`config.mk`:
```
export PLATFORM = sky130hd
export DESIGN_NAME = edge_detect_multi
export DESIGN_NICKNAME = d
export VERILOG_FILES = /design/src/rtl/edge_detect_pkg.sv /design/src/rtl/edge_detect_chan.sv /design/src/rtl/edge_detect_multi.sv
export SDC_FILE = /design/constraint.sdc
export NUM_CORES = 1
export LEC_CHECK = 0
export ABC_AREA = 1
export CORE_ASPECT_RATIO = 1.4
export CORE_MARGIN = 5
export CORE_UTILIZATION = 52
export CTS_CLUSTER_SIZE = 14
export DETAILED_ROUTE_END_ITERATION = 10
export PLACE_DENSITY = 0.81
export SLEW_MARGIN = 0
export SYNTH_ARGS = -nofsm -noshare
export SYNTH_HDL_FRONTEND = slang
export SYNTH_SLANG_ARGS = --single-unit
```
`constraint.sdc`:
```
create_clock -name iClk -period 1.5 [get_ports iClk]
set_input_delay 0.375 -clock iClk [delete_from_list [all_inputs] [get_ports iClk]]
set_output_delay 0.375 -clock iClk [all_outputs]
set_load 0.03 [all_outputs]
```
`src/rtl/edge_detect_pkg.sv`:
```
// Shared constants for the multi-channel hit edge detector: channel modes,
// event polarity encoding and the event arbiter states.
package edge_detect_pkg;

  localparam logic [1:0] MODE_OFF  = 2'b00;
  localparam logic [1:0] MODE_RISE = 2'b01;
  localparam logic [1:0] MODE_FALL = 2'b10;
  localparam logic [1:0] MODE_BOTH = 2'b11;

  localparam logic EV_RISE = 1'b1;
  localparam logic EV_FALL = 1'b0;

  typedef enum logic {
    ARB_IDLE    = 1'b0,
    ARB_PRESENT = 1'b1
  } arb_state_e;

  function automatic logic mode_accepts(input logic [1:0] mode, input logic ev_type);
    if (mode == MODE_OFF) return 1'b0;
    if (ev_type == EV_RISE) return (mode == MODE_RISE) || (mode == MODE_BOTH);
    return (mode == MODE_FALL) || (mode == MODE_BOTH);
  endfunction

endpackage

```
`src/rtl/edge_detect_chan.sv`:
```
// One hit channel: synchroniser, edge detect, mode qualification, hold-off and
// a single-entry pending slot. Raw pulses and pending appear SYNC_STAGES+1 cycles after sampling.
module edge_detect_chan
  import edge_detect_pkg::*;
#(
  parameter int SYNC_STAGES = 2,
  parameter int HOLDOFF_W   = 4
`ifdef EDGE_DETECT_TIMESTAMP_EN
  , parameter int TS_W      = 16
`endif
) (
  input  logic                 clk,
  input  logic                 rst_n,
  input  logic                 hit,
  input  logic                 enable,
  input  logic [1:0]           mode,
  input  logic [HOLDOFF_W-1:0] holdoff,
  input  logic                 ack,
  input  logic                 clr_overflow,
`ifdef EDGE_DETECT_TIMESTAMP_EN
  input  logic [TS_W-1:0]      ts_now,
  output logic [TS_W-1:0]      ts,
`endif
  output logic                 rise,
  output logic                 fall,
  output logic                 pending,
  output logic                 ev_type,
  output logic                 overflow
);

  logic [SYNC_STAGES-1:0] sync_q, sync_d;
  logic                   hist_q, hist_d;
  logic                   rise_e_q, rise_e_d, fall_e_q, fall_e_d;
  logic                   rise_q, rise_d, fall_q, fall_d;
  logic [HOLDOFF_W-1:0]   hold_q, hold_d;
  logic                   pend_q, pend_d, type_q, type_d, ovf_q, ovf_d;
  logic                   synced, new_type, qualified, accept;
`ifdef EDGE_DETECT_TIMESTAMP_EN
  logic [TS_W-1:0]        ts_q, ts_d;
`endif

  generate
    if (SYNC_STAGES == 1) begin : g_sync1
      assign sync_d = hit;
    end else begin : g_syncn
      assign sync_d = {sync_q[SYNC_STAGES-2:0], hit};
    end
  endgenerate

  assign synced = sync_q[SYNC_STAGES-1];

  always_comb begin
    hist_d    = synced;
    rise_e_d  = synced & ~hist_q;
    fall_e_d  = ~synced & hist_q;
    rise_d    = rise_e_q & enable;
    fall_d    = fall_e_q & enable;
    new_type  = rise_e_q ? EV_RISE : EV_FALL;
    qualified = enable & (rise_e_q | fall_e_q) & mode_accepts(mode, new_type);
    accept    = qualified & (hold_q == '0);

    hold_d = hold_q;
    if (accept) hold_d = holdoff;
    else if (hold_q != '0) hold_d = hold_q - HOLDOFF_W'(1);

    pend_d = pend_q;
    type_d = type_q;
    ovf_d  = ovf_q;
`ifdef EDGE_DETECT_TIMESTAMP_EN
    ts_d   = ts_q;
`endif
    if (ack) pend_d = 1'b0;
    if (clr_overflow) ovf_d = 1'b0;
    // A slot being drained this cycle can take the new event without loss.
    if (accept) begin
      if (pend_q && !ack) begin
        ovf_d = 1'b1;
      end else begin
        pend_d = 1'b1;
        type_d = new_type;
`ifdef EDGE_DETECT_TIMESTAMP_EN
        ts_d   = ts_now;
`endif
      end
    end
  end

  always_ff @(posedge clk or negedge rst_n) begin
    if (!rst_n) begin
      sync_q   <= '0;
      hist_q   <= 1'b0;
      rise_e_q <= 1'b0;
      fall_e_q <= 1'b0;
      rise_q   <= 1'b0;
      fall_q   <= 1'b0;
      hold_q   <= '0;
      pend_q   <= 1'b0;
      type_q   <= 1'b0;
      ovf_q    <= 1'b0;
`ifdef EDGE_DETECT_TIMESTAMP_EN
      ts_q     <= '0;
`endif
    end else begin
      sync_q   <= sync_d;
      hist_q   <= hist_d;
      rise_e_q <= rise_e_d;
      fall_e_q <= fall_e_d;
      rise_q   <= rise_d;
      fall_q   <= fall_d;
      hold_q   <= hold_d;
      pend_q   <= pend_d;
      type_q   <= type_d;
      ovf_q    <= ovf_d;
`ifdef EDGE_DETECT_TIMESTAMP_EN
      ts_q     <= ts_d;
`endif
    end
  end

  assign rise     = rise_q;
  assign fall     = fall_q;
  assign pending  = pend_q;
  assign ev_type  = type_q;
  assign overflow = ovf_q;
`ifdef EDGE_DETECT_TIMESTAMP_EN
  assign ts       = ts_q;
`endif

endmodule

```
`src/rtl/edge_detect_multi.sv`:
```
// NCH-channel hit edge detector with lowest-index-first event hand-off over valid/ready.
// One event per two cycles; outputs held while valid and not ready. EDGE_DETECT_TIMESTAMP_EN adds oEventTs capture.
module edge_detect_multi
  import edge_detect_pkg::*;
#(
  parameter int NCH         = 4,
  parameter int SYNC_STAGES = 2,
  parameter int HOLDOFF_W   = 4,
  parameter int TS_W        = 16,
  localparam int CH_W       = (NCH > 1) ? $clog2(NCH) : 1
) (
  input  logic                 iClk,
  input  logic                 iRst_n,
  input  logic [NCH-1:0]       iHit,
  input  logic                 iEnable,
  input  logic [2*NCH-1:0]     iMode,
  input  logic [HOLDOFF_W-1:0] iHoldoff,
  output logic [NCH-1:0]       oRise,
  output logic [NCH-1:0]       oFall,
  output logic                 oEventValid,
  input  logic                 iEventReady,
  output logic [CH_W-1:0]      oEventCh,
  output logic                 oEventType,
  output logic [NCH-1:0]       oOverflow,
  input  logic                 iClrOverflow,
  output logic [TS_W-1:0]      oEventTs
);

  logic [NCH-1:0] pend, ev_type_v, ack;
  arb_state_e     state_q, state_d;
  logic [CH_W-1:0] ch_q, ch_d, sel_ch;
  logic           type_q, type_d, sel_type, handshake;
`ifdef EDGE_DETECT_TIMESTAMP_EN
  logic [TS_W-1:0] ts_ch [NCH];
  logic [TS_W-1:0] ts_cnt_q, ts_cnt_d, ev_ts_q, ev_ts_d, sel_ts;
`endif

  generate
    for (genvar c = 0; c < NCH; c++) begin : g_chan
      edge_detect_chan #(
        .SYNC_STAGES (SYNC_STAGES),
        .HOLDOFF_W   (HOLDOFF_W)
`ifdef EDGE_DETECT_TIMESTAMP_EN
        , .TS_W      (TS_W)
`endif
      ) u_chan (
        .clk          (iClk),
        .rst_n        (iRst_n),
        .hit          (iHit[c]),
        .enable       (iEnable),
        .mode         (iMode[2*c +: 2]),
        .holdoff      (iHoldoff),
        .ack          (ack[c]),
        .clr_overflow (iClrOverflow),
`ifdef EDGE_DETECT_TIMESTAMP_EN
        .ts_now       (ts_cnt_q),
        .ts           (ts_ch[c]),
`endif
        .rise         (oRise[c]),
        .fall         (oFall[c]),
        .pending      (pend[c]),
        .ev_type      (ev_type_v[c]),
        .overflow     (oOverflow[c])
      );
    end
  endgenerate

  // Scan from the top down so the lowest pending index wins.
  always_comb begin
    sel_ch   = '0;
    sel_type = 1'b0;
`ifdef EDGE_DETECT_TIMESTAMP_EN
    sel_ts   = '0;
`endif
    for (int c = NCH - 1; c >= 0; c--) begin
      if (pend[c]) begin
        sel_ch   = CH_W'(c);
        sel_type = ev_type_v[c];
`ifdef EDGE_DETECT_TIMESTAMP_EN
        sel_ts   = ts_ch[c];
`endif
      end
    end
  end

  assign handshake = (state_q == ARB_PRESENT) && iEventReady;

  always_comb begin
    ack = '0;
    for (int c = 0; c < NCH; c++) ack[c] = handshake && (ch_q == CH_W'(c));
  end

  always_comb begin
    state_d = state_q;
    ch_d    = ch_q;
    type_d  = type_q;
`ifdef EDGE_DETECT_TIMESTAMP_EN
    ev_ts_d  = ev_ts_q;
    ts_cnt_d = ts_cnt_q + TS_W'(1);
`endif
    case (state_q)
      ARB_IDLE: begin
        if (|pend) begin
          state_d = ARB_PRESENT;
          ch_d    = sel_ch;
          type_d  = sel_type;
`ifdef EDGE_DETECT_TIMESTAMP_EN
          ev_ts_d = sel_ts;
`endif
        end
      end
      ARB_PRESENT: if (iEventReady) state_d = ARB_IDLE;
      default: state_d = ARB_IDLE;
    endcase
  end

  always_ff @(posedge iClk or negedge iRst_n) begin
    if (!iRst_n) begin
      state_q  <= ARB_IDLE;
      ch_q     <= '0;
      type_q   <= 1'b0;
`ifdef EDGE_DETECT_TIMESTAMP_EN
      ev_ts_q  <= '0;
      ts_cnt_q <= '0;
`endif
    end else begin
      state_q  <= state_d;
      ch_q     <= ch_d;
      type_q   <= type_d;
`ifdef EDGE_DETECT_TIMESTAMP_EN
      ev_ts_q  <= ev_ts_d;
      ts_cnt_q <= ts_cnt_d;
`endif
    end
  end

  assign oEventValid = (state_q == ARB_PRESENT);
  assign oEventCh    = ch_q;
  assign oEventType  = type_q;
`ifdef EDGE_DETECT_TIMESTAMP_EN
  assign oEventTs    = ev_ts_q;
`else
  assign oEventTs    = '0;
`endif

endmodule

```
==> reports/qor.yml, run 1 <==
crit_start: "g_chan[3].u_chan.overflow"
grt_max_degree: 61
dr.pass1.iters: 4
regArea_um2: 1501
startpoint_type: "flip-flop"
wl_per_cell_um: 12.55
clockRootBuffer: "clkbuf_8"
final_cell_mix: "nand2_1, dfrtp_1, inv_1, nand3_1, nor2_1"
cp.depth: 1
setup.worst_path.end_class: "output pin"
drv_slew: 0
reg2reg_depth: 9
worst-path-buf-inv: 1
clk_path_buf_depth: 2
post-route-period-util_pct: 96.82
syn2layout_area_growth_pct: 20.98
worstPathRequired_ps: 1120
fin_total_pwr_mw: 5.884
ys_warn_count: 0
setup_viol: 0
peakVddDrop_mv: 0.9672
io_pins: 53
final_common_cell: "nand2_1"
r2r_slack_ps: 120
clock_skew_ps: 9.845
clk_pin_slew_ps: 80
port_buffers: 36
vias: 2193
netlist_area_um2: 2910
place_area_um2: 3346
cts_tree: "yes"
hp-class: "in -> async"
cpPeakStageDelay_ps: 380
grt_use_total_pct: 17.50
grt_pass1_wl_um: 9591
rsz0062_at_grt: "no"
setup_slack_ps: 47.68
design_area_um2: 3521
place_ws_ps: -181.9
reg2reg_to: "g_chan[1].u_chan.ev_type"
cp_max_fo: 2
p_leak_nw: 1.880
cap_viol_max_count: 0
coreArea_um2: 5485
diodes: 0
start_util_pct: 53.06
crit_slowest_cell: "clkdlybuf4s15_1"
cpLargestDelayFamily: "buffers and inverters"
antenna_found_initial: 0
cts.sinks: 60
synth_cell_types: 23
grt_pass1_vias: 2120
max_freq_mhz: 688.6
worstSkewPairLatency_ps: 340
finalNonFillerCells: 458
fillers: 435
multiInputGateArea_um2: 1085
hold_violations: 0
worstPathArrival_ps: 1080
drt_iter0_drc: 173
crit_chain: "clkdlybuf4s15_1"
nNetsFinal: 414
status: "finished, final reports clean"
synth-seq-area-share_pct: 51.59
overflow: 0
die_area_um2: 7214
chipHeight_um: 98.52
power_density_nw_per_um2: 1671
crit_path_end: "oOverflow[3]"
syn_area_per_cell_um2: 8.740
drc: 0
numCtsBuffers: 9
finalCriticalPeriod_ps: 1452
dieWidth_um: 73.23
htreeDepth: 3
syn_inst: 333
place_inst: 441
fin_setup_tns_ps: 0
wl_um: 5750
ant_nets: 0
dp_hpwl_um: 4258
num_rows: 32
drive_above_1_share_pct: 16.92
vias_per_cell: 4.788
place_congestion: 0.8857
path_class: "reg -> out"
ys_ff_latch: 60
r2r-start: "g_chan[1].u_chan.hold_q[0]"
[worst min-delay path by stage]
stage                                          start                         end  slack, ps  depth (start not counted)
final                                         iRst_n                 oEventCh[1]         30                          2
after global routing                          iRst_n     g_chan[2].u_chan.hist_q         30                          2
after CTS                                     iRst_n  g_chan[1].u_chan.sync_q[0]         30                          2
after detailed placement  g_chan[0].u_chan.sync_q[0]  g_chan[0].u_chan.sync_q[1]        330                          0
after global placement    g_chan[1].u_chan.sync_q[0]  g_chan[1].u_chan.sync_q[1]        340                          0
after floorplan                               iRst_n    g_chan[0].u_chan.ev_type         80                          0
[metal layers]
metal | GRT usage (%) | routed length, um | up-vias
met5 | 0 | 0 | -
met4 | 8.239 | 207 | 0
met3 | 5.102 | 434 | 21
met2 | 28.88 | 2990 | 70
met1 | 20.52 | 2117 | 1015
li1 | - | - | 1087
[logic make-up (layout without fill, tap and decap cells)]
logic type / after synthesis / in the layout / synth area share (%)
AOI/OAI and AO/OA: 20 / 20 / 3.611
other: 1 / 16 / 0.1289
and+or+nand+nor: 166 / 166 / 26.61
buffers and inverters: 74 / 116 / 13.41
adders and majority gates: 8 / 8 / 3.440
xor gates and xnor gates: 4 / 4 / 1.204
DFF: 60 / 60 / 51.59
[Yosys cell counts, drive strengths merged]
library cell  instances  share of area [%]
ha                    8                3.4
nor3                  3               0.90
inv                  45                5.8
xnor2                 4                1.2
nand3                29                5.5
o21ai                13                2.2
nor2                 30                5.4
buf                  29                7.6
a21oi                 3               0.52
or2                   4               0.86
o22ai                 4               0.86
nand2               100                 14
conb                  1               0.13
dfrtp                60                 52
[area by class of cell]
class / count / area share (%)
flip-flops and latches: 60 / 42.64
inverters: 45 / 4.797
clock inverters: 6 / 1.386
clock buffers: 10 / 3.909
well taps: 68 / 2.416
multi-input cells: 214 / 30.81
repair buffers: 55 / 14.04
[worst register-to-register path, cell delays in order, from the launching register on]
cell	delay, ps
dfrtp_1	380
inv_1	140
ha_1	170
inv_1	70
nor2_2	120
nand2_2	90
nor2_4	140
nand2_1	70
nand2_1	50
nand2_1	50
[timing repair]
item,in CTS,in global routing
resized for setup,18,15
setup buffers,0,1
pin swaps,0,1
hold buffers,0,0
endpoints found under the setup margin,16,14
[flip-flops by register name (all words and copies together), names as in the netlist]
name,cells
g_chan.u_chan.ev_type,4
g_chan.u_chan.hold_q,16
oEventCh,2
g_chan.u_chan.rise_e_q,4
g_chan.u_chan.fall,4
g_chan.u_chan.fall_e_q,4
g_chan.u_chan.rise,4
g_chan.u_chan.overflow,4
g_chan.u_chan.pending,4
oEventType,1
oEventValid,1
g_chan.u_chan.sync_q,8
g_chan.u_chan.hist_q,4
[report_power, final]
group          internal (mW)  total, mW  leakage [nW]  switching [mW]
combinational          0.916       2.20          1.04            1.28
sequential              2.03       2.36         0.754           0.337
clock                  0.654       1.33        0.0851           0.672
total                   3.59       5.88          1.88            2.29
[stage by stage]
stage,hold WS [ps],utilization [%]
finish,28.36,64.19
global route,33.13,64.19
CTS,28.05,64.07
detailed placement,334.7,60.99
global placement,335.4,60.99
floorplan,79.41,-
Note: power is estimated with default switching activity, not from simulation.
==> inputs of run 2 (changes only) <==
--- a/config.mk
+++ b/config.mk
@@ -7,7 +7,7 @@
 export LEC_CHECK = 0
 export ABC_AREA = 1
 export CORE_ASPECT_RATIO = 1.4
-export CORE_MARGIN = 5
+export CORE_MARGIN = 2
 export CORE_UTILIZATION = 52
 export CTS_CLUSTER_SIZE = 14
 export DETAILED_ROUTE_END_ITERATION = 10
==> reports/qor.yml, run 2 (same netlist as run 1, synthesis figures left out) <==
status: "finished, final reports clean"
place_ws_ps: -195.8  # -13.90 ps
comb_power_share_pct: 36.6  # -0.7 points
dr.pass1.iters: 4  # unchanged
grtUsageMet3_pct: 3.159  # -1.9 points
use_met2_pct: 34.82  # +5.9 points
peakVddDrop_mv: 1.079  # +12%
fillers: 473  # +8.7%
cpLargestDelayFamily: "buffers and inverters"
die_area_um2: 6219  # -14%
crit_slowest_cell: "dlygate4sd2_1"
regMostFlops: "g_chan.u_chan.hold_q"
worst-path-buf-inv: 1  # unchanged
internal_power_mw: 3.781  # +5.2%
power.share.sequential_pct: 39.3  # -0.9 points
cpPeakStageDelay_ps: 400  # +20 ps
start_util_pct: 53.45  # +0.39 points
io_pins: 53  # unchanged
vias_per_cell: 4.827  # +0.81%
path_class: "reg -> out"
dieWidth_um: 67.23  # -8.2%
startpoint_type: "flip-flop"
hold_violations: 0  # unchanged
clk_pin_slew_ps: 60  # -20 ps
worstPathArrival_ps: 1080  # about the same
drt_iter0_drc: 92  # -47%
coreArea_um2: 5445  # -0.73%
max_freq_mhz: 685.4  # -0.46%
cp_max_fo: 2  # unchanged
ant_nets: 0  # unchanged
switchingPower_mw: 2.243  # -2.0%
htreeDepth: 3  # unchanged
dp_hpwl_um: 4167  # -2.2%
diodes: 0  # unchanged
final_common_cell: "nand2_1"
grt_pass1_wl_um: 9604  # +0.14%
chipHeight_um: 92.52  # -6.1%
port_buffers: 36  # unchanged
power.share.clock_pct: 24.1  # +1.6 points
cts_resized: 19  # +1
cts_hold_buf: 0  # unchanged
finalNonFillerCells: 457  # -0.22%
setup.worst_path.end_class: "output pin"
p_leak_nw: 1.912  # +1.7%
power_density_nw_per_um2: 1707  # +2.2%
final_cell_mix: "nand2_1, dfrtp_1, inv_1, nand3_1, nor2_1"
worstPathRequired_ps: 1120  # about the same
overflow: 0  # unchanged
post_cts_buffers: 0  # unchanged
vias: 2206  # +0.59%
drv_slew: 0  # unchanged
place_inst: 441  # unchanged
post-route-period-util_pct: 97.27  # +0.45 points
fin_total_pwr_mw: 6.024  # +2.4%
grt_max_degree: 61  # unchanged
grt_pass1_vias: 2234  # +5.4%
drive_above_1_share_pct: 15.94  # -0.98 points
setup_slack_ps: 40.96  # -6.719 ps
syn2layout_area_growth_pct: 21.24
hp-class: "in -> async"
num_rows: 32  # unchanged
grt_use_met1_pct: 24.61  # +4.1 points
place_congestion: 0.8806  # -0.58%
grt.busiest_layer: "met2"
largest_reg_flops: 16  # unchanged
clk_path_buf_depth: 2  # unchanged
wl_um: 5658  # -1.6%
nNetsFinal: 413  # -0.24%
reg_top3: "g_chan.u_chan.hold_q x16, g_chan.u_chan.sync_q x8"
clockRootBuffer: "clkbuf_8"
cap_viol_max_count: 0  # unchanged
p_sw_share_pct: 37.23  # -1.7 points
drc: 0  # unchanged
fin_setup_tns_ps: 0  # unchanged
grt_use_total_pct: 21.16  # +3.7 points
wl_per_cell_um: 12.38  # -1.4%
clock_skew_ps: 4.538  # -5.307 ps
cts_tree: "yes"
setup_viol: 0  # unchanged
worstSkewPairLatency_ps: 330  # about the same
crit_chain: "dlygate4sd2_1"
numCtsBuffers: 9  # unchanged
cts.sinks: 60  # unchanged
antenna_found_initial: 0  # unchanged
finalCriticalPeriod_ps: 1459  # +6.719 ps
[run 2: cell count changes in the layout (fill, tap and decap cells not counted), sizes merged]
cell           delta
buf               -1
bufinv            +1
clkbuf            -1
clkdlybuf4s15     -2
clkinv            +2
clkinvlp          -3
dlygate4sd2       +4
inv               -1
[run 2: through the flow]
step	hold slack (ps)	utilization, %	instance area, um^2
floorplan	79.41	-	2967
CTS	42.49	64.84	3531
finish	30.57	64.80	3528
detailed placement	339.4	61.44	3346
global placement	333.7	61.44	3346
global route	51.63	64.80	3528
[run 2: worst paths after layout]
| kind | slack (ps) | startpoint | cells past startpoint | to |
|---|---|---|---|---|
| setup / recovery | 40 | g_chan[0].u_chan.overflow | 1 | oOverflow[0] |
| hold / removal | 30 | iRst_n | 2 | g_chan[2].u_chan.fall_e_q |
| setup reg to reg | 100 | g_chan[2].u_chan.hold_q[0] | 8 | g_chan[2].u_chan.hold_q[3] |
| hold reg to reg | 350 | g_chan[1].u_chan.sync_q[0] | 0 | g_chan[1].u_chan.sync_q[1] |
| max in group asynchronous | 1200 | iRst_n | 2 | g_chan[3].u_chan.sync_q[0] |
| min in group iClk | 350 | g_chan[1].u_chan.sync_q[0] | 0 | g_chan[1].u_chan.sync_q[1] |
[run 2: layout make-up]
| type | count | area [um^2] | share of cell area [%] |
|---|---|---|---|
| multi-input cells | 214 | 1080 | 30.60 |
| well taps | 68 | 85.08 | 2.411 |
| inverters | 45 | 168.9 | 4.787 |
| flip-flops and latches | 60 | 1501 | 42.55 |
| clock buffers | 11 | 151.4 | 4.291 |
| repair buffers | 54 | 491.7 | 13.94 |
| clock inverters | 5 | 50.05 | 1.418 |
[run 2: power by group through the flow]
stage,Clock [mW],Sequential [mW],Combinational (mW)
3_3_place_gp,0,2.37,2.11
5_1_grt,1.56,2.43,2.49
3_5_place_dp,0,2.39,2.23
6_report,1.45,2.37,2.20
2_1_floorplan,0,2.39,1.53
4_1_cts,1.49,2.36,2.21
[run 2: routing by layer]
metal	vias to the layer above	wire length [um]
met2	63	3027
met1	1039	2178
met5	-	0
met3	23	203
met4	0	249
li1	1081	-
